`src/rtl/spike_vote_classifier.sv`:
```
// spike_vote_classifier: per-class rising-edge spike counters with a frame-end argmax vote
module spike_vote_classifier #(
  parameter int N_CLASS  = 10,
  parameter int CNT_W    = 3,
  parameter int SATURATE = 1,
  parameter int AUTO_CLR = 1,
  localparam int IDX_W   = N_CLASS > 1 ? $clog2(N_CLASS) : 1
) (
  input  logic                     clk,
  input  logic                     rst,
  input  logic                     en_s,
  input  logic [N_CLASS-1:0]       spike,
  input  logic                     clr,
  input  logic                     frame_end,
  output logic [N_CLASS*CNT_W-1:0] counts,
  output logic                     busy,
  output logic                     res_valid,
  input  logic                     res_ready,
  output logic [IDX_W-1:0]         res_class,
  output logic [CNT_W-1:0]         res_count
);
  typedef enum logic [1:0] {IDLE, SCAN, DONE} state_t;
  state_t state_q, state_d;
  logic [N_CLASS-1:0] d1, d2, inc;
  logic [CNT_W-1:0] cnt [N_CLASS];
  logic [CNT_W-1:0] snap [N_CLASS];
  logic [IDX_W-1:0] idx, best_idx, nb_idx;
  logic [CNT_W-1:0] best_cnt, nb_cnt;
  logic start, last, gt;
  assign inc   = d1 & ~d2;
  assign start = state_q == IDLE && frame_end;
  assign last  = idx == IDX_W'(N_CLASS - 1);
  // strict compare keeps the lowest index on ties
  assign gt     = snap[idx] > best_cnt;
  assign nb_cnt = gt ? snap[idx] : best_cnt;
  assign nb_idx = gt ? idx : best_idx;
  assign busy      = state_q != IDLE;
  assign res_valid = state_q == DONE;
  for (genvar i = 0; i < N_CLASS; i++) begin : g_out
    assign counts[i*CNT_W +: CNT_W] = cnt[i];
  end
  always_comb begin
    state_d = state_q == IDLE ? (frame_end ? SCAN : IDLE) :
              state_q == SCAN ? (last ? DONE : SCAN) :
              (res_ready ? IDLE : DONE);
  end
  always_ff @(posedge clk or posedge rst) begin
    if (rst) begin
      d1 <= '0;
      d2 <= '0;
      for (int i = 0; i < N_CLASS; i++) cnt[i] <= '0;
    end else begin
      d1 <= en_s ? spike : '0;
      d2 <= d1;
      for (int i = 0; i < N_CLASS; i++)
        cnt[i] <= clr ? '0 :
                  (start && AUTO_CLR != 0) ? CNT_W'(inc[i]) :
                  !inc[i] ? cnt[i] :
                  (SATURATE != 0 && &cnt[i]) ? cnt[i] : cnt[i] + CNT_W'(1);
    end
  end
  always_ff @(posedge clk or posedge rst) begin
    if (rst) begin
      state_q   <= IDLE;
      idx       <= '0;
      best_idx  <= '0;
      best_cnt  <= '0;
      res_class <= '0;
      res_count <= '0;
      for (int i = 0; i < N_CLASS; i++) snap[i] <= '0;
    end else begin
      state_q <= state_d;
      if (start) begin
        for (int i = 0; i < N_CLASS; i++) snap[i] <= cnt[i];
        idx      <= '0;
        best_idx <= '0;
        best_cnt <= '0;
      end else if (state_q == SCAN) begin
        idx      <= idx + IDX_W'(1);
        best_idx <= nb_idx;
        best_cnt <= nb_cnt;
        if (last) begin
          res_class <= nb_idx;
          res_count <= nb_cnt;
        end
      end
    end
  end
endmodule

```
`config.mk`:
```
export PLATFORM = sky130hd
export DESIGN_NAME = spike_vote_classifier
export DESIGN_NICKNAME = d
export VERILOG_FILES = /design/src/rtl/spike_vote_classifier.sv
export SDC_FILE = /design/constraint.sdc
export NUM_CORES = 1
export LEC_CHECK = 0
export BUFFER_PORTS_ARGS = -buffer_cell sky130_fd_sc_hd__buf_4
export CAP_MARGIN = 20
export CORE_UTILIZATION = 62
export DETAILED_ROUTE_END_ITERATION = 8
export GPL_TIMING_DRIVEN = 0
export PLACE_DENSITY = 0.94
export SLEW_MARGIN = 20
export SYNTH_ARGS = -nofsm -noshare
export SYNTH_HDL_FRONTEND = slang
export SYNTH_SLANG_ARGS = --single-unit
```
`constraint.sdc`:
```
create_clock -name clk -period 5.4 [get_ports clk]
set_input_delay 1.08 -clock clk [delete_from_list [all_inputs] [get_ports clk]]
set_output_delay 1.08 -clock clk [all_outputs]
set_load 0.05 [all_outputs]
```
==> out/qor.yml <==
yosys:
  synth_nets: 491
  ys_ff_latch: 100
  syn_inst: 450
  ys_seq_area_share_pct: 54.4
  syn_area_um2: 4600
  yosys_warnings: 0
  synth_cell_types: 39
  syn_avg_cell_area_um2: 10.2
  ys_async_sr_fraction_pct: 100
  synthFlopType: "dfrtp_1"
  synth_edf_count: 0
clock_network:
  cts-root-buf: "clkbuf_8"
  cts_setup_buffers: 0
  cts.clk_slew.worst_paths_ns: 0.10
  insertion_delay_ns: 0.37
  holdBufCountCts: 0
  cts_tree: "done"
  cts_buffer_depth: 2
  htreeDepth: 3
  cts_buffers: 9
  cts_resized: 0
  clkSinkCount: 100
timing:
  hold_viol: 0
  slew_viol_final: 0
  post-route-period-util_pct: 54.7
  setup-tns-final_ns: 0
  worst_slew_pin_slew_ns: 0.683
  slew_headroom_pct: 54.4
  clock_skew_ns: 0.00819
  fin_crit_ns: 2.95
  final-setup-viol-count: 0
  max_freq_mhz: 338
  rsz0062_at_grt: "no"
  setup_slack_ns: 2.45
  holdWs_ns: 0.398
worst_setup_path:
  arrival_ns: 3.22
  slowest_delay_ns: 0.50
  crit_path_top_delay_cell: "mux4_2"
  path_max_fanout: 10
  crit_required_ns: 5.66
  path_buf_inv: 1
  end_kind: "flip-flop"
  critical_path.cell_chain: "buf_6, mux4_2, o22ai_1, o32ai_1, ha_1, nor2b_1, o21ai_0, a211oi_4, mux2_4"
  crit_family: "compound AO/OA/AOI/OAI gates"
  start_kind: "flip-flop"
  crit_type: "flip-flop to flip-flop"
global_route:
  antenna_found_initial: 0
  use_met2_pct: 48.5
  grt_usage_pct: 29.0
  grt_max_degree: 68
  grt_busiest_layer: "met2"
  overflow: 0
  use_met1_pct: 37.3
  met3_usage_pct: 4.05
  grt_pass1_vias: 3514
  grt_pass1_wl_um: 16800
power_and_ir_drop:
  p_leak_nw: 2.78
  p_per_area_nw_per_um2: 451
  ir_drop_uv: 215
  power_mw: 2.44
finish:
  final_cell_mix: "nand2_1 (112), dfrtp_1 (100), buf_4 (55), nor2_1 (51), mux2i_1 (26)"
  area_delta_synth_final_pct: 17.8
  drive_gt1_share_pct: 16.5
  finalNonFillerCells: 620
  fin_util_pct: 75.1
  final_cell_area_um2: 5420
  num_antenna_cells: 0
  final_common_cell: "nand2_1"
  layout.nets: 557
placement:
  dp.cells: 604
  dpl-instance-area_um2: 5160
  io_buffers: 54
  dp_worst_setup_slack_ns: 2.48
  gp_congestion: 0.826
  post-dp-hpwl_um: 6990
route:
  routed_wl_um: 10300
  drc: 0
  drt_iter0_drc: 263
  vias_per_cell: 5.77
  drt_pass1_iterations: 5
  num_vias: 3576
  antenna_left: 0
  wire_per_inst_um: 16.6
hold_path:
  worstHoldPathType: "flip-flop to flip-flop"
floorplan:
  die_w_um: 88.2
  placementRows: 31
  core_region_area_um2: 7210
  die_h_um: 88.2
  io_pins: 55
  dieArea_um2: 7770
  initial_utilization_pct: 63.8
status:
  status: "completed"
flow_run:
  maxCapViolCount: 0
-- where the power goes --
group | internal (mW) | leakage, nW | switching [mW]
Combinational | 0.325 | 1.31 | 0.566
Clock | 0.326 | 0.129 | 0.276
Sequential | 0.866 | 1.34 | 0.0841
Total | 1.52 | 2.78 | 0.927
-- kinds of logic after synthesis --
group	after synthesis	share of synthesized area [%]
and+or+nand+nor	203	19.0
DFF	100	54.4
AOI/OAI and AO/OA	52	7.58
buffers and inverters	36	3.72
muxes	33	8.34
adders and majority gates	25	6.80
xor gates and xnor gates	1	0.190
-- path summary, 6_finish.rpt --
kind / startpoint / depth (start not counted) / to / slack, ns
hold reg to reg: d1[3] / 0 / d2[3] / 0.40
setup / recovery: idx[1] / 9 / best_cnt[1] / 2.45
hold / removal: d1[3] / 0 / d2[3] / 0.40
max in group asynchronous: rst / 3 / snap[0] / 4.10
min in group asynchronous: rst / 2 / counts[18] / 0.67
setup reg to reg: idx[1] / 9 / best_cnt[1] / 2.45
-- cell usage after synthesis, types with 3 or more instances --
| master | number | share of area, % |
|---|---|---|
| nor2_1 | 51 | 4.2 |
| o21ai_0 | 25 | 2.7 |
| dfrtp_1 | 100 | 54 |
| a211oi_1 | 4 | 0.65 |
| o22ai_1 | 4 | 0.54 |
| clkbuf_1 | 12 | 0.98 |
| a32oi_1 | 10 | 1.9 |
| buf_6 | 3 | 0.73 |
| inv_1 | 17 | 1.4 |
| nor3b_1 | 10 | 1.6 |
| mux2_2 | 3 | 0.73 |
| and2_1 | 13 | 1.8 |
| nor3_1 | 3 | 0.33 |
| nor2b_1 | 5 | 0.68 |
| nand2_1 | 112 | 9.1 |
| ha_1 | 25 | 6.8 |
| mux2i_1 | 26 | 5.7 |
-- layout make-up --
class | instances | area, µm²
plain buffers | 19 | 108
fillers | 485 | 1790
repair buffers | 55 | 433
clock inverters | 6 | 119
clock buffers | 10 | 138
well taps | 99 | 124
multi-input cells | 314 | 1930
inverters | 17 | 68.8
flip-flops and latches | 100 | 2500
-- per-layer routing --
metal | vias up | part of all wire, % | routed length [µm]
met5 | - | 0 | 0
met4 | 0 | 2.9 | 300
met3 | 33 | 5.4 | 556
met2 | 158 | 50 | 5190
met1 | 1749 | 41 | 4250
li1 | 1636 | - | -
-- flip-flops by register name, indices dropped and copies added (netlist names) --
register / count
snap: 30
counts: 30
res_class: 4
best_idx: 4
res_count: 3
idx: 4
d2: 10
best_cnt: 3
state_q: 2
d1: 10
No activity file was read; power rests on OpenSTA's default activity.
